`config.mk`:
```
export PLATFORM = sky130hd
export DESIGN_NAME = vram_arbiter_flat
export DESIGN_NICKNAME = d
export VERILOG_FILES = /design/src/rtl/vga_pkg.sv /design/src/rtl/vram_arbiter_if.sv /design/src/rtl/vram_wr_fifo.sv /design/src/rtl/vram_arbiter.sv /design/src/flat_wrapper.sv
export SDC_FILE = /design/constraint.sdc
export NUM_CORES = 1
export LEC_CHECK = 0
export ABC_CLOCK_PERIOD_IN_PS = 6000
export BUFFER_PORTS_ARGS = -buffer_cell sky130_fd_sc_hd__buf_2
export CAP_MARGIN = 10
export CELL_PAD_IN_SITES_DETAIL_PLACEMENT = 0
export CELL_PAD_IN_SITES_GLOBAL_PLACEMENT = 2
export CORE_MARGIN = 2
export CORE_UTILIZATION = 44
export DETAILED_ROUTE_END_ITERATION = 8
export PLACE_DENSITY_LB_ADDON = 0.15
export SLEW_MARGIN = 10
export SYNTH_ARGS = -nofsm -noshare
export SYNTH_HDL_FRONTEND = slang
export SYNTH_HIERARCHICAL = 1
export SYNTH_SLANG_ARGS = --single-unit
```
`constraint.sdc`:
```
create_clock -name clk -period 6 [get_ports clk]
set_input_delay 0.3 -clock clk [delete_from_list [all_inputs] [get_ports clk]]
set_output_delay 0.3 -clock clk [all_outputs]
set_load 0.05 [all_outputs]
```
`src/rtl/vga_pkg.sv`:
```
// Shared VGA/VRAM definitions: address and colour widths, colour constants
// and the clear-engine state encoding.
package vga_pkg;

  localparam int ADDR_W = 14;
  localparam int DATA_W = 3;
  localparam int X_W    = 7;
  localparam int Y_W    = 7;

  localparam logic [DATA_W-1:0] BLACK = 3'b000;
  localparam logic [DATA_W-1:0] WHITE = 3'b111;

  typedef enum logic [1:0] {
    IDLE  = 2'd0,
    PEND  = 2'd1,
    CLEAR = 2'd2
  } clr_state_t;

  // VRAM address layout is row-major: {y, x}
  function automatic logic [ADDR_W-1:0] pix_addr(input logic [X_W-1:0] x,
                                                 input logic [Y_W-1:0] y);
    return {y, x};
  endfunction

endpackage

```
`src/rtl/vram_arbiter_if.sv`:
```
// Requester/memory-side signal bundle of the VRAM arbiter.
import vga_pkg::*;

interface vram_arbiter_if;
  logic              video_on;
  logic [ADDR_W-1:0] disp_addr;
  logic              wr_valid;
  logic [ADDR_W-1:0] wr_addr;
  logic [DATA_W-1:0] wr_data;
  logic              wr_ready;
  logic              clr_start;
  logic [DATA_W-1:0] clr_color;
  logic              clr_busy;
  logic              clr_done;
  logic [ADDR_W-1:0] mem_addr;
  logic              mem_we;
  logic [DATA_W-1:0] mem_wdata;
  logic              video_on_q;

  modport slave (
    input  video_on, disp_addr, wr_valid, wr_addr, wr_data, clr_start, clr_color,
    output wr_ready, clr_busy, clr_done, mem_addr, mem_we, mem_wdata, video_on_q
  );

  modport master (
    output video_on, disp_addr, wr_valid, wr_addr, wr_data, clr_start, clr_color,
    input  wr_ready, clr_busy, clr_done, mem_addr, mem_we, mem_wdata, video_on_q
  );
endinterface

```
`src/rtl/vram_wr_fifo.sv`:
```
// Small synchronous FIFO buffering pixel writes until a blanking slot is free.
// Pointers carry one extra wrap bit so full and empty are distinguishable.
module vram_wr_fifo #(
  parameter int WIDTH = 17,
  parameter int DEPTH = 4
) (
  input  logic             clk,
  input  logic             rst,
  input  logic             i_push,
  input  logic             i_pop,
  input  logic [WIDTH-1:0] i_din,
  output logic [WIDTH-1:0] o_dout,
  output logic             o_full,
  output logic             o_empty
);
  localparam int PTR_W = $clog2(DEPTH);

  logic [PTR_W:0]   r_wr_ptr;
  logic [PTR_W:0]   r_rd_ptr;
  logic [WIDTH-1:0] r_mem [DEPTH];
  logic             w_do_push;
  logic             w_do_pop;

  assign o_empty   = (r_wr_ptr == r_rd_ptr);
  assign o_full    = (r_wr_ptr[PTR_W] != r_rd_ptr[PTR_W]) &&
                     (r_wr_ptr[PTR_W-1:0] == r_rd_ptr[PTR_W-1:0]);
  assign w_do_push = i_push && !o_full;
  assign w_do_pop  = i_pop && !o_empty;
  assign o_dout    = r_mem[r_rd_ptr[PTR_W-1:0]];

  always_ff @(posedge clk or posedge rst) begin
    if (rst) begin
      r_wr_ptr <= '0;
      r_rd_ptr <= '0;
    end else begin
      if (w_do_push) r_wr_ptr <= r_wr_ptr + (PTR_W+1)'(1);
      if (w_do_pop)  r_rd_ptr <= r_rd_ptr + (PTR_W+1)'(1);
    end
  end

  always_ff @(posedge clk) begin
    if (w_do_push) r_mem[r_wr_ptr[PTR_W-1:0]] <= i_din;
  end

endmodule

```
`src/rtl/vram_arbiter.sv`:
```
// Single-port VRAM arbiter: display reads own active video, buffered writes
// and the full-screen clear engine share the blanking slots.
module vram_arbiter
  import vga_pkg::*;
#(
  parameter int FIFO_DEPTH = 4
) (
  input  logic           clk,
  input  logic           rst,
  vram_arbiter_if.slave  bus
);
  localparam logic [ADDR_W-1:0] CNT_MAX = {ADDR_W{1'b1}};

  clr_state_t        r_state;
  clr_state_t        w_state_nxt;
  logic [ADDR_W-1:0] r_clr_cnt;
  logic [DATA_W-1:0] r_clr_color;
  logic              r_clr_busy;
  logic              r_clr_done;
  logic [ADDR_W-1:0] r_mem_addr;
  logic              r_mem_we;
  logic [DATA_W-1:0] r_mem_wdata;
  logic              r_video_on_q;

  logic [ADDR_W-1:0] w_mem_addr;
  logic              w_mem_we;
  logic [DATA_W-1:0] w_mem_wdata;
  logic [ADDR_W-1:0] w_clr_cnt_nxt;
  logic [DATA_W-1:0] w_clr_color_nxt;
  logic              w_clr_done_nxt;
  logic              w_pop;
  logic              w_push;
  logic              w_wr_ready;
  logic              w_fifo_full;
  logic              w_fifo_empty;
  logic [ADDR_W-1:0] w_head_addr;
  logic [DATA_W-1:0] w_head_data;

  // Ready depends only on registered state, so a same-cycle pop never frees a full FIFO
  assign w_wr_ready = !w_fifo_full && !r_clr_busy;
  assign w_push     = bus.wr_valid && w_wr_ready;

  vram_wr_fifo #(
    .WIDTH (ADDR_W + DATA_W),
    .DEPTH (FIFO_DEPTH)
  ) u_wr_fifo (
    .clk     (clk),
    .rst     (rst),
    .i_push  (w_push),
    .i_pop   (w_pop),
    .i_din   ({bus.wr_addr, bus.wr_data}),
    .o_dout  ({w_head_addr, w_head_data}),
    .o_full  (w_fifo_full),
    .o_empty (w_fifo_empty)
  );

  always_ff @(posedge clk or posedge rst) begin
    if (rst) r_state <= IDLE;
    else     r_state <= w_state_nxt;
  end

  // A clr_start coinciding with the done pulse is deliberately dropped
  always_comb begin
    w_state_nxt = r_state;
    case (r_state)
      IDLE:    if (bus.clr_start && !r_clr_done) w_state_nxt = PEND;
               else                              w_state_nxt = IDLE;
      PEND:    if (w_fifo_empty) w_state_nxt = CLEAR;
               else              w_state_nxt = PEND;
      CLEAR:   if (!bus.video_on && (r_clr_cnt == CNT_MAX)) w_state_nxt = IDLE;
               else                                         w_state_nxt = CLEAR;
      default: w_state_nxt = IDLE;
    endcase
  end

  always_comb begin
    w_mem_addr      = bus.disp_addr;
    w_mem_we        = 1'b0;
    w_mem_wdata     = r_mem_wdata;
    w_pop           = 1'b0;
    w_clr_cnt_nxt   = r_clr_cnt;
    w_clr_color_nxt = r_clr_color;
    w_clr_done_nxt  = 1'b0;
    if (!bus.video_on && (r_state == CLEAR)) begin
      w_mem_addr     = r_clr_cnt;
      w_mem_wdata    = r_clr_color;
      w_mem_we       = 1'b1;
      w_clr_cnt_nxt  = r_clr_cnt + ADDR_W'(1);
      w_clr_done_nxt = (r_clr_cnt == CNT_MAX);
    end else if (!bus.video_on && !w_fifo_empty) begin
      // PEND also drains here so queued writes land before the clear
      w_mem_addr  = w_head_addr;
      w_mem_wdata = w_head_data;
      w_mem_we    = 1'b1;
      w_pop       = 1'b1;
    end else begin
      w_mem_addr = bus.disp_addr;
      w_mem_we   = 1'b0;
    end
    if ((r_state == PEND) && w_fifo_empty) begin
      w_clr_cnt_nxt = '0;
    end else begin
      w_clr_cnt_nxt = w_clr_cnt_nxt;
    end
    if ((r_state == IDLE) && (w_state_nxt == PEND)) begin
      w_clr_color_nxt = bus.clr_color;
    end else begin
      w_clr_color_nxt = r_clr_color;
    end
  end

  always_ff @(posedge clk or posedge rst) begin
    if (rst) begin
      r_clr_cnt    <= '0;
      r_clr_color  <= BLACK;
      r_clr_busy   <= 1'b0;
      r_clr_done   <= 1'b0;
      r_mem_addr   <= '0;
      r_mem_we     <= 1'b0;
      r_mem_wdata  <= '0;
      r_video_on_q <= 1'b0;
    end else begin
      r_clr_cnt    <= w_clr_cnt_nxt;
      r_clr_color  <= w_clr_color_nxt;
      r_clr_busy   <= (w_state_nxt != IDLE);
      r_clr_done   <= w_clr_done_nxt;
      r_mem_addr   <= w_mem_addr;
      r_mem_we     <= w_mem_we;
      r_mem_wdata  <= w_mem_wdata;
      r_video_on_q <= bus.video_on;
    end
  end

  assign bus.wr_ready   = w_wr_ready;
  assign bus.clr_busy   = r_clr_busy;
  assign bus.clr_done   = r_clr_done;
  assign bus.mem_addr   = r_mem_addr;
  assign bus.mem_we     = r_mem_we;
  assign bus.mem_wdata  = r_mem_wdata;
  assign bus.video_on_q = r_video_on_q;

endmodule

```
`src/flat_wrapper.sv`:
```
// flat-port wrapper written by rule: the top's interface ports become plain ports
module vram_arbiter_flat import vga_pkg::*;
#(
  parameter int FIFO_DEPTH = 4
)
  (clk, rst, bus_video_on, bus_disp_addr, bus_wr_valid, bus_wr_addr, bus_wr_data, bus_clr_start, bus_clr_color, bus_wr_ready, bus_clr_busy, bus_clr_done, bus_mem_addr, bus_mem_we, bus_mem_wdata, bus_video_on_q);
  vram_arbiter_if bus_i ();
  input  logic clk;
  input  logic rst;
  input wire logic [$bits(bus_i.video_on)-1:0] bus_video_on;
  input wire logic [$bits(bus_i.disp_addr)-1:0] bus_disp_addr;
  input wire logic [$bits(bus_i.wr_valid)-1:0] bus_wr_valid;
  input wire logic [$bits(bus_i.wr_addr)-1:0] bus_wr_addr;
  input wire logic [$bits(bus_i.wr_data)-1:0] bus_wr_data;
  input wire logic [$bits(bus_i.clr_start)-1:0] bus_clr_start;
  input wire logic [$bits(bus_i.clr_color)-1:0] bus_clr_color;
  output wire logic [$bits(bus_i.wr_ready)-1:0] bus_wr_ready;
  output wire logic [$bits(bus_i.clr_busy)-1:0] bus_clr_busy;
  output wire logic [$bits(bus_i.clr_done)-1:0] bus_clr_done;
  output wire logic [$bits(bus_i.mem_addr)-1:0] bus_mem_addr;
  output wire logic [$bits(bus_i.mem_we)-1:0] bus_mem_we;
  output wire logic [$bits(bus_i.mem_wdata)-1:0] bus_mem_wdata;
  output wire logic [$bits(bus_i.video_on_q)-1:0] bus_video_on_q;
  assign bus_i.video_on = bus_video_on;
  assign bus_i.disp_addr = bus_disp_addr;
  assign bus_i.wr_valid = bus_wr_valid;
  assign bus_i.wr_addr = bus_wr_addr;
  assign bus_i.wr_data = bus_wr_data;
  assign bus_i.clr_start = bus_clr_start;
  assign bus_i.clr_color = bus_clr_color;
  assign bus_wr_ready = bus_i.wr_ready;
  assign bus_clr_busy = bus_i.clr_busy;
  assign bus_clr_done = bus_i.clr_done;
  assign bus_mem_addr = bus_i.mem_addr;
  assign bus_mem_we = bus_i.mem_we;
  assign bus_mem_wdata = bus_i.mem_wdata;
  assign bus_video_on_q = bus_i.video_on_q;
  vram_arbiter #(.FIFO_DEPTH(FIFO_DEPTH)) u_core (.clk(clk), .rst(rst), .bus(bus_i));
endmodule
```
==> results of run 1 <==
[sequential cells by signal (all words and copies together), names as in the netlist]
| signal | count |
|---|---|
| u_core/bus.clr_busy | 1 |
| u_core/bus.clr_done | 1 |
| u_core/bus.mem_addr | 14 |
| u_core/bus.mem_wdata | 3 |
| u_core/bus.mem_we | 1 |
| u_core/bus.video_on_q | 1 |
| u_core/r_clr_cnt | 14 |
| u_core/r_clr_color | 3 |
| u_core/r_state | 2 |
| u_core/u_wr_fifo/r_mem | 68 |
| u_core/u_wr_fifo/r_rd_ptr | 3 |
| u_core/u_wr_fifo/r_wr_ptr | 3 |
[layer usage]
metal	part of all wire, %	vias up
met5	0	-
met4	1.1	0
li1	-	1403
met3	5.2	9
met2	48	80
met1	46	1476
[how the worst min path moves through the flow]
stage	endpoint	slack [ns]	startpoint	cells after the start
3_3_place_gp	u_core/u_wr_fifo/r_wr_ptr[0]	0.25	rst	2
4_1_cts	u_core/u_wr_fifo/r_mem[3][11]	0.0004	bus_wr_addr[8]	1
6_report	u_core/u_wr_fifo/r_mem[2][15]	0.02	bus_wr_addr[12]	1
3_5_place_dp	u_core/u_wr_fifo/r_wr_ptr[0]	0.25	rst	2
2_1_floorplan	u_core/u_wr_fifo/r_rd_ptr[0]	0.09	rst	1
5_1_grt	u_core/u_wr_fifo/r_mem[2][5]	0.001	bus_wr_addr[2]	1
[cell usage after synthesis (all sizes together)]
master | n | share of area, %
inv | 12 | 0.94
nor3 | 5 | 0.52
buf | 6 | 1.0
nor4b | 1 | 0.18
o21ai | 19 | 2.0
a22oi | 17 | 2.7
a21oi | 8 | 0.84
o21bai | 1 | 0.16
and2 | 1 | 0.13
nand4b | 2 | 0.37
or3b | 2 | 0.42
or4bb | 1 | 0.26
o41ai | 2 | 0.37
nand2 | 26 | 2.0
ha | 6 | 1.6
o31ai | 6 | 0.94
mux4 | 17 | 8.2
a211oi | 2 | 0.42
or4 | 1 | 0.16
xnor2 | 12 | 2.4
dfrtp | 46 | 24
nand2b | 2 | 0.26
a31oi | 1 | 0.26
clkbuf | 6 | 0.47
nand3 | 7 | 0.73
a31o | 1 | 0.18
and3 | 5 | 0.68
xor2 | 7 | 1.6
nor3b | 1 | 0.16
edfxtp | 68 | 43
mux2 | 3 | 0.71
nor4 | 4 | 0.52
nor2 | 12 | 0.94
and2b | 1 | 0.18
or3 | 2 | 0.26
a21boi | 1 | 0.16
nand4 | 5 | 0.65
[stage by stage]
step	worst slack, ns	area, um2	instances	hold slack, ns	total power [mW]
floorplan	3.00	4790	319	0.0910	1.92
global placement	2.69	5220	511	0.251	2.20
detailed placement	2.63	5220	511	0.254	2.20
CTS	2.63	5950	562	0.000443	3.10
global route	2.57	5950	562	0.00135	3.26
finish	2.87	5950	562	0.0186	3.08
[power groups by stage]
stage | sequential, mW | combinational (mW) | clock, mW
4_1_cts | 1.12 | 1.07 | 0.908
3_5_place_dp | 1.14 | 1.06 | 0
2_1_floorplan | 1.32 | 0.599 | 0
5_1_grt | 1.14 | 1.17 | 0.949
6_report | 1.12 | 1.07 | 0.891
3_3_place_gp | 1.13 | 1.06 | 0
[worst max-delay path: cells and delay by family, from the launching register on]
| kind | cells | cell delay, ns |
|---|---|---|
| buf+inv | 1 | 0.06 |
| flops | 1 | 0.96 |
| xor+xnor | 1 | 0.31 |
| simple gates | 4 | 1.41 |
[cell families after synthesis]
kind of cell             Yosys count  synth area share (%)
flip-flops                       114                  66.7
AO/OA/AOI/OAI                     58                  7.97
multiplexers                      20                  8.94
buffers and inverters             24                  2.43
AND/OR/NAND/NOR                   78                  8.47
adder cells (fa/ha/maj)            6                  1.57
XOR/XNOR                          19                  3.95
[area by class of cell]
cell class              instances  area [um2]  share of cell area, %
multi-input cells             181        1490                   25.0
flip-flops and latches        114        3190                   53.6
clock inverters                14         115                   1.93
inverters                      12        45.0                  0.756
well taps                     140         175                   2.94
repair buffers                 83         520                   8.74
clock buffers                  18         418                   7.02
==> key figures, run 1 <==
Timing
  – Fin Clk Skew: between 0.005 and 0.006 ns
  – Fin crit share: 52.2%
  – Final min period: roughly 3.1 ns
  – Setup TNS: 0 ns
  – Max-slew headroom: 36.9%
  – Final Hold Viols: 0
  – Fmax: 319 MHz
  – Final Setup Violations: 0
  – Worst-Margin Slew: 0.934 ns
  – RSZ-0062 raised after global routing: no
  – Max-slew violation count: 0

Power
  – NetSw: 1.16 mW
  – Internal power: about 1.9 mW
  – Worst-case vdd ir drop: 0.262 mV
  – Pwr per Cell Area: 518 mW/mm2
  – Flop pwr share: 36.3%
  – Comb power frac: 34.8%
  – Leakage: 2.33 nW
  – Clock power frac: 28.9%
  – Switching share of total power: a little under two fifths

CTS
  – Root Buffer Master: clkbuf_8
  – Clock transition at path regs: approximately 0.06 ns
  – Post-CTS Resized: 0
  – Setup bufs post-CTS: 0
  – H-Tree Level Count: 4
  – Clock Sinks: roughly 110
  – CTS tree: built
  – Hold buffer count at cts: 19
  – Skew-Pair Late Insertion Delay: 0.50 ns
  – CTS buffer count: 17
  – Clk buf depth: 2

Placement
  – PortBufs: 60
  – Hpwl dp: 6.52 mm
  – Gp weighted congestion: 0.815

GRT
  – Global Route met1 Usage: 25.8%
  – First-pass GRT wire length: about 16 mm
  – Largest net degree at the start of global routing: 41
  – M2 GR Usage: 29.1%
  – Total track usage: 18.7%
  – M3 GR Usage: under 10%
  – Initial antenna violation count: 0
  – GRT busiest layer: met2
  – Gr ovfl total: 0
  – Number of global-route vias before repair: 2939

Critical path
  – Peak fanout along the critical path: 23
  – R2R Setup Slk: 2.87 ns
  – R2r worst-path depth: 6
  – Max stage delay cell, worst path: dfrtp_1
  – Setup crit start kind: register
  – Critical Path End: u_core/u_wr_fifo/r_mem[0][5]
  – CP endpoint kind: register
  – Critical path data required time: 6.12 ns
  – Crit path from: u_core/u_wr_fifo/r_rd_ptr[1]
  – Crit path kind: register to register
  – Reg-to-reg endpoint: u_core/u_wr_fifo/r_mem[0][5]
  – Arrival time worst endpoint: 3.26 ns
  – Reg-to-reg startpoint: u_core/u_wr_fifo/r_rd_ptr[1]
  – Critical path, cell by cell: xnor2_1 > nand3_1 > inv_1 > nor2_1 > and2_1 > and3_1
  – Max stage delay on crit path: about 0.96 ns

Synthesis
  – Syn Area/Cell: roughly 15 um2
  – YS warnings: 6
  – Distinct cell type count of the synthesized netlist: 45
  – Cell area after synthesis: around 0.0048 mm2
  – Seq cells post-synth: 114
  – Synth Instances: 319
  – Mapped Nets: 364
  – Sequential area share after synthesis: 66.7%

Detailed routing
  – DRT Wirelength: 10.2 mm
  – Drt first pass iters: 4
  – Vias per Instance: around 5.3
  – Detailed Route Iter0 Violations: 216
  – Vias: 2968
  – WL/cell: about 18 um
  – DRC viols: 0
  – Post-DRT Antenna Nets: 0

Floorplan
  – Core Region: 0.0107 mm2
  – Starting density of the core: 44.6%
  – Die extent in x: 108 um
  – Std cell rows: 38
  – Die H: 108 um
  – I/O pin total: 61
  – Die area: roughly 0.012 mm2

Cells and area
  – Final net count: 454
  – Most common cell after layout, fill and taps aside: edfxtp_1
  – Fin util: roughly 55%
  – # diodes: 0
  – Layout area overhead: 24.4%
  – Fillers: 922
  – Commonest cells after routing, fill and taps aside: edfxtp_1 (68), buf_2 (60), dfrtp_1 (46)
  – Fraction of layout cells with a size suffix above 1: ~28%

Run
  – Max-cap check violation count: 0

Min path
  – Worst min path class: input pin to register

Outcome
  – Status: finished, final reports clean
Power figures use the tool's default switching activity.
==> run 2: changes to the inputs <==
--- a/config.mk
+++ b/config.mk
@@ -5,13 +5,14 @@
 export SDC_FILE = /design/constraint.sdc
 export NUM_CORES = 1
 export LEC_CHECK = 0
-export ABC_CLOCK_PERIOD_IN_PS = 6000
+export ABC_AREA = 1
+export ABC_CLOCK_PERIOD_IN_PS = 2900
 export BUFFER_PORTS_ARGS = -buffer_cell sky130_fd_sc_hd__buf_2
 export CAP_MARGIN = 10
 export CELL_PAD_IN_SITES_DETAIL_PLACEMENT = 0
 export CELL_PAD_IN_SITES_GLOBAL_PLACEMENT = 2
 export CORE_MARGIN = 2
-export CORE_UTILIZATION = 44
+export CORE_UTILIZATION = 37
 export DETAILED_ROUTE_END_ITERATION = 8
 export PLACE_DENSITY_LB_ADDON = 0.15
 export SLEW_MARGIN = 10
==> constraint.sdc (replaced) <==
create_clock -name clk -period 2.9 [get_ports clk]
set_input_delay 0.145 -clock clk [delete_from_list [all_inputs] [get_ports clk]]
set_output_delay 0.145 -clock clk [all_outputs]
set_load 0.05 [all_outputs]
==> run 2 against run 1 <==
Critical path depth up 5. Sequential power up 65%. Highest routed layer unchanged. Flip-flop and latch count unchanged.
==> key figures, run 2 <==
Outcome
  – Status: finished, final reports clean

Timing
  – RSZ-0062 raised after global routing: no
  – Final min period: 2.55 ns (-0.586 ns)
  – Worst-Margin Slew: 0.705 ns (-0.229 ns)
  – Setup TNS: 0 ns (unchanged)
  – Fin Hold WS: 0.0174 ns (-0.00113 ns)
  – Fin crit share: 87.8% (+36 points)
  – Fin Clk Skew: 0.00693 ns (+0.00175 ns)
  – Final Setup Violations: 0 (unchanged)
  – Max-slew violation count: 0 (unchanged)
  – Final Hold Viols: 0 (unchanged)
  – Max-slew headroom: 53.0% (+16 points)
  – Fmax: 393 MHz (+23%)

Cells and area
  – Fraction of layout cells with a size suffix above 1: 20.3% (-8.2 points)
  – Final net count: 609 (+34%)
  – Commonest cells after routing, fill and taps aside: nand2_1 (81), edfxtp_1 (68), buf_2 (60)
  – # diodes: 0 (unchanged)
  – Most common cell after layout, fill and taps aside: nand2_1
  – Fin util: 48.0% (-7.4 points)
  – Max reg flops: 68 (unchanged)
  – Layout area overhead: 28.0%

CTS
  – CTS tree: built
  – Clock Sinks: 114 (unchanged)
  – Clock transition at path regs: 0.05 ns (about the same)
  – Clk buf depth: 2 (unchanged)
  – H-Tree Level Count: 4 (unchanged)
  – Root Buffer Master: clkbuf_16
  – CTS buffer count: 17 (unchanged)
  – Skew-Pair Late Insertion Delay: 0.41 ns (-0.09 ns)
  – Post-CTS Resized: 0 (unchanged)

Synthesis
  – Syn Area/Cell: 10.7 um2 (-29%)
  – Post-synth top area share: 41.4% (-1.2 points)
  – Post-synth ARST share: 40.4% (unchanged)
  – Synth Flop Type: edfxtp_1
  – Seq cells post-synth: 114 (unchanged)
  – Synth Instances: 462 (+45%)
  – Synth top area cells: edfxtp_1 (41%), dfrtp_1 (23%), nand2_1 (6.2%)
  – Area leader, netlist: edfxtp_1
  – Number of synthesized flops with an enable pin: 68 (unchanged)
  – Cell area after synthesis: 0.00493 mm2 (+3.0%)
  – Sequential area share after synthesis: 64.8% (-1.9 points)
  – Most common cell in the synthesized netlist: nand2_1
  – Post-synth top cells: nand2_1 (81), edfxtp_1 (68), nor2_1 (59), dfrtp_1 (46), nand3_1 (39)
  – YS warnings: 6 (unchanged)
  – Mapped Nets: 507 (+39%)
  – Distinct cell type count of the synthesized netlist: 31 (-31%)

Floorplan
  – I/O pin total: 61 (unchanged)
  – Std cell rows: 42 (+11%)
  – Die area: 0.0143 mm2 (+22%)
  – Die extent in x: 119 um (+10%)
  – Starting density of the core: 37.5% (-7.0 points)
  – Die H: 119 um (+10%)
  – Core Region: 0.0131 mm2 (+22%)

Detailed routing
  – DRC viols: 0 (unchanged)
  – Detailed Route Iter0 Violations: 219 (+1.4%)
  – Post-DRT Antenna Nets: 0 (unchanged)
  – DRT Wirelength: 11.5 mm (+13%)
  – Vias: 3575 (+20%)
  – WL/cell: 15.3 um (-16%)
  – Drt first pass iters: 4 (unchanged)
  – Vias per Instance: 4.75 (-10%)

Placement
  – Hpwl dp: 7.58 mm (+16%)
  – Gp weighted congestion: 0.760 (-6.7%)
  – PortBufs: 60 (unchanged)

GRT
  – First-pass GRT wire length: 18.4 mm (+16%)
  – Total track usage: 17.4% (-1.3 points)
  – Gr ovfl total: 0 (unchanged)
  – Initial antenna violation count: 0 (unchanged)
  – Number of global-route vias before repair: 3514 (+20%)
  – Largest net degree at the start of global routing: 41 (unchanged)

Min path
  – Worst min path class: input pin to register

Critical path
  – Max stage delay on crit path: 0.56 ns (-0.40 ns)
  – Crit path kind: register to register
  – CP endpoint kind: register
  – Max stage delay cell, worst path: nor3b_1
  – Critical path data required time: 2.99 ns (-3.13 ns)
  – Critical path, cell by cell: inv_1 > nand2_1 > nand2_1 > nand3_4 > inv_1 > nor3b_1 > nand2_1 > inv_1 > nand2_1 > inv_1 > buf_4
  – Setup crit start kind: register
  – Arrival time worst endpoint: 2.63 ns (-0.63 ns)
  – Peak fanout along the critical path: 18 (-22%)

Power
  – Worst-case vdd ir drop: 0.393 mV (+50%)
  – Power Total: 4.31 mW (+40%)
  – Pwr per Cell Area: 682 mW/mm2 (+32%)
  – Leakage: 2.66 nW (+14%)

Run
  – Max-cap check violation count: 0 (unchanged)
==> run 2: cell count changes in the layout (fill, tap and decap cells not counted), sizes merged, moves of 13 or more <==
cell	previous run	this run
a22oi	17	0
dlygate4sd3	19	32
inv	14	40
mux4	17	0
nand2	26	86
nand3	7	42
nor2	12	66
o21ai	19	41
o22ai	0	17
==> run 2: power breakdown <==
group / switching (mW) / leakage [nW] / total, mW / internal, mW
clock: 0.735 / 0.274 / 2.08 / 1.34
combinational: 0.253 / 1.19 / 0.379 / 0.126
sequential: 0.0592 / 1.20 / 1.85 / 1.79
==> run 2: final cells by class <==
type	instances	area, um2
Fill cell	1240	6830
Tap cell	176	220
Clock inverter	14	163
Inverter	38	143
Sequential cell	114	3190
Multi-Input combinational cell	293	1480
Timing Repair Buffer	100	681
Clock buffer	18	429
==> run 2: cell families after synthesis <==
kind of cell	after synthesis	synth area share (%)
fa+ha+maj	6	1.52
simple gates	207	18.9
compound gates	78	8.88
flops	114	64.8
buf+inv	55	5.20
xor+xnor	2	0.736
==> run 2: through the flow <==
step / cells / cell area (um2) / setup WS (ns)
2_1_floorplan: 462 / 4930 / 0.314
3_3_place_gp: 689 / 5400 / 0.412
3_5_place_dp: 689 / 5400 / 0.301
4_1_cts: 753 / 6310 / 0.298
5_1_grt: 753 / 6310 / 0.0177
6_report: 753 / 6310 / 0.352
==> run 2: final timing paths <==
path / startpoint / endpoint / slack [ns] / cells after the start
min: bus_disp_addr[1] / u_core/bus.mem_addr[1] / 0.02 / 3
min in group asynchronous: rst / u_core/u_wr_fifo/r_wr_ptr[2] / 0.22 / 3
min reg2reg: u_core/r_clr_color[1] / u_core/r_clr_color[1] / 0.49 / 2
max in group asynchronous: rst / u_core/bus.mem_addr[13] / 2.11 / 4
max reg2reg: u_core/u_wr_fifo/r_rd_ptr[1] / u_core/u_wr_fifo/r_mem[3][15] / 0.35 / 11
max: u_core/u_wr_fifo/r_rd_ptr[1] / u_core/u_wr_fifo/r_mem[3][15] / 0.35 / 11
==> run 2: repair_timing <==
item                      CTS  global route
hold buffers               32             0
setup buffers               0             0
hold endpoints to repair  128             0
==> run 2: layer usage <==
| layer | GRT usage [%] | wire length [um] | up-vias |
|---|---|---|---|
| met5 | 0 | 0 | - |
| met4 | 8.60 | 232 | 0 |
| met3 | 4.65 | 404 | 18 |
| met2 | 26.3 | 5240 | 67 |
| met1 | 23.1 | 5620 | 1692 |
| li1 | - | - | 1798 |
==> run 2: critical path, delay by kind of cell (launching register included) <==
family,cells,cell delay [ns]
flops,1,0.34
simple gates,6,1.13
buf+inv,5,0.73
==> run 3: changes to the inputs <==
--- a/config.mk
+++ b/config.mk
@@ -11,7 +11,7 @@
 export CAP_MARGIN = 10
 export CELL_PAD_IN_SITES_DETAIL_PLACEMENT = 0
 export CELL_PAD_IN_SITES_GLOBAL_PLACEMENT = 2
-export CORE_MARGIN = 2
+export CORE_MARGIN = 1
 export CORE_UTILIZATION = 37
 export DETAILED_ROUTE_END_ITERATION = 8
 export PLACE_DENSITY_LB_ADDON = 0.15
==> run 3 against run 2 <==
Count of clock-buffer cells in the layout unchanged. Critical endpoint is now u_core/u_wr_fifo/r_mem[3][3]. Wire length fell by 2.0%. Die area is 3.3% lower. Critical path type unchanged. Highest routed layer unchanged. Final cell count down 0.53%. Cell area down 0.46%. Sequential share of layout area grew 0.23 points. Non-clock buffer count unchanged. Clock skew grew 0.0044 ns. Sequential power about the same. Utilization is 0.95 points higher. Critical path depth unchanged.
==> key figures, run 3 (synthesized netlist as in run 2, its figures left out) <==
Detailed routing
  – Detailed Route Iter0 Violations: 212 (-3.2%)
  – DRC viols: 0 (unchanged)
  – Drt first pass iters: 4 (unchanged)
  – Vias per Instance: 4.70 (-1.1%)
  – Post-DRT Antenna Nets: 0 (unchanged)
  – WL/cell: 15.0 um (-1.5%)
  – DRT Wirelength: 11.3 mm (-2.0%)
  – Vias: 3517 (-1.6%)

GRT
  – First-pass GRT wire length: 18.5 mm (+0.78%)
  – Number of global-route vias before repair: 3457 (-1.6%)
  – Gr ovfl total: 0 (unchanged)
  – Initial antenna violation count: 0 (unchanged)
  – Total track usage: 18.0% (+0.66 points)
  – Largest net degree at the start of global routing: 41 (unchanged)

Floorplan
  – Starting density of the core: 38.4% (+0.92 points)
  – Die extent in x: 117 um (-1.7%)
  – Std cell rows: 41 (-2.4%)
  – Core Region: 0.0128 mm2 (-2.4%)
  – Die area: 0.0138 mm2 (-3.3%)
  – Die H: 117 um (-1.7%)
  – I/O pin total: 61 (unchanged)

Timing
  – Worst-Margin Slew: 0.633 ns (-0.0717 ns)
  – Setup TNS: 0 ns (unchanged)
  – Fin crit share: 81.4% (-6.5 points)
  – Max-slew headroom: 57.7% (+4.7 points)
  – Final Hold Viols: 0 (unchanged)
  – Max-slew violation count: 0 (unchanged)
  – Final Setup Violations: 0 (unchanged)
  – Worst Slack Setup Final: 0.540 ns (+0.188 ns)
  – Fin Clk Skew: 0.0114 ns (+0.00443 ns)
  – Final min period: 2.36 ns (-0.188 ns)
  – Fmax: 424 MHz (+8.0%)
  – Fin Hold WS: 0.0277 ns (+0.0103 ns)
  – RSZ-0062 raised after global routing: no

Cells and area
  – Layout area overhead: 27.4%
  – Fraction of layout cells with a size suffix above 1: 20.5% (+0.17 points)
  – # diodes: 0 (unchanged)
  – Most common cell after layout, fill and taps aside: nand2_1
  – Commonest cells after routing, fill and taps aside: nand2_1 (81), edfxtp_1 (68), buf_2 (60)
  – Max reg flops: 68 (unchanged)
  – Final net count: 609 (unchanged)

Critical path
  – Setup crit start kind: register
  – Critical path, cell by cell: inv_1 > nand2_1 > nand2_1 > nand3_4 > inv_1 > nor3b_1 > nand2_1 > inv_1 > nand2_1 > inv_1 > buf_4
  – Arrival time worst endpoint: 2.45 ns (-0.18 ns)
  – Peak fanout along the critical path: 17 (-1)
  – Critical path data required time: 2.99 ns (about the same)
  – CP endpoint kind: register
  – Crit path kind: register to register
  – Max stage delay cell, worst path: nor3b_1
  – CP Buf/Inv Count: 5 (unchanged)
  – Family with the most delay on the worst path: simple AND/OR/NAND/NOR gates
  – Max stage delay on crit path: 0.55 ns (about the same)

Placement
  – Hpwl dp: 7.29 mm (-3.9%)
  – PortBufs: 60 (unchanged)
  – Pre-CTS setup slack: 0.539 ns (+0.238 ns)
  – Gp weighted congestion: 0.754 (-0.80%)

Min path
  – Worst min path class: input pin to register

CTS
  – CTS buffer count: 17 (unchanged)
  – CTS tree: built
  – Hold buffer count at cts: 31 (-3.1%)
  – Post-CTS Resized: 0 (unchanged)
  – Clock Sinks: 114 (unchanged)
  – H-Tree Level Count: 4 (unchanged)
  – Clk buf depth: 2 (unchanged)
  – Root Buffer Master: clkbuf_16
  – Clock transition at path regs: 0.05 ns (about the same)
  – Skew-Pair Late Insertion Delay: 0.41 ns (about the same)
  – Setup bufs post-CTS: 0 (unchanged)

Power
  – Internal power: 3.17 mW (-2.7%)
  – Leakage: 2.66 nW (about the same)
  – Switching share of total power: 24.5% (+0.20 points)
  – NetSw: 1.03 mW (-1.6%)
  – Clock power frac: 47.1% (-1.1 points)
  – Comb power frac: 9.0% (+0.2 points)
  – Pwr per Cell Area: 669 mW/mm2 (-2.0%)
  – Worst-case vdd ir drop: 0.537 mV (+36%)
  – Flop pwr share: 44.0% (+1.0 points)

Outcome
  – Status: finished, final reports clean

Run
  – Max-cap check violation count: 0 (unchanged)
[run 3: cell count changes in the layout (fill, tap and decap cells not counted)]
cell,delta
clkinv_2,+1
clkinv_4,+5
buf_4,+1
clkinvlp_4,-3
bufinv_16,-1
inv_6,-2
dlygate4sd3_1,-1
[run 3: path summary, 6_finish.rpt]
kind | slack, ns | to | startpoint | cells past startpoint
max | 0.54 | u_core/u_wr_fifo/r_mem[3][3] | u_core/u_wr_fifo/r_wr_ptr[1] | 11
min | 0.03 | u_core/bus.mem_addr[9] | bus_disp_addr[9] | 3
min reg2reg | 0.49 | u_core/r_clr_color[1] | u_core/r_clr_color[1] | 2
max in group asynchronous | 2.10 | u_core/r_clr_cnt[4] | rst | 4
min in group asynchronous | 0.21 | u_core/u_wr_fifo/r_wr_ptr[2] | rst | 3
max reg2reg | 0.54 | u_core/u_wr_fifo/r_mem[3][3] | u_core/u_wr_fifo/r_wr_ptr[1] | 11
[run 3: final cells by class]
class | count | area (um2)
Multi-Input combinational cell | 293 | 1480
Fill cell | 1199 | 6540
Tap cell | 172 | 215
Timing Repair Buffer | 100 | 678
Clock inverter | 14 | 141
Sequential cell | 114 | 3190
Inverter | 38 | 143
Clock buffer | 18 | 429
[run 3: worst register-to-register path, cell delays in order, from the launching register on]
cell	delay (ns)
dfrtp_1	0.40
inv_1	0.10
nand2_1	0.07
nand2_1	0.11
nand3_4	0.14
inv_1	0.07
nor3b_1	0.55
nand2_1	0.12
inv_1	0.09
nand2_1	0.07
inv_1	0.05
buf_4	0.26
[run 3: metal layers]
metal  vias up  GRT usage, %  share of wire, %
met5         -             0                 0
met4         0          5.60              0.86
met3         5          6.03               3.9
met2        75          26.8                45
met1      1642          24.8                50
li1       1795             -                 -
[run 3: stage by stage]
| step | instances | cell area [um2] | power, mW | util [%] |
|---|---|---|---|---|
| 2_1_floorplan | 462 | 4930 | 2.11 | - |
| 3_3_place_gp | 686 | 5400 | 2.22 | 42.1 |
| 3_5_place_dp | 686 | 5400 | 2.22 | 42.1 |
| 4_1_cts | 749 | 6280 | 4.25 | 49.0 |
| 5_1_grt | 749 | 6280 | 4.38 | 49.0 |
| 6_report | 749 | 6280 | 4.20 | 49.0 |
[run 3: power groups by stage]
stage                     registers, mW  clock network, mW  logic, mW
after floorplan                    1.96                  0      0.146
final                              1.85               1.98      0.377
after global routing               1.85               2.11      0.415
after global placement             1.88                  0      0.346
after CTS                          1.85               2.02      0.381
after detailed placement           1.88                  0      0.348
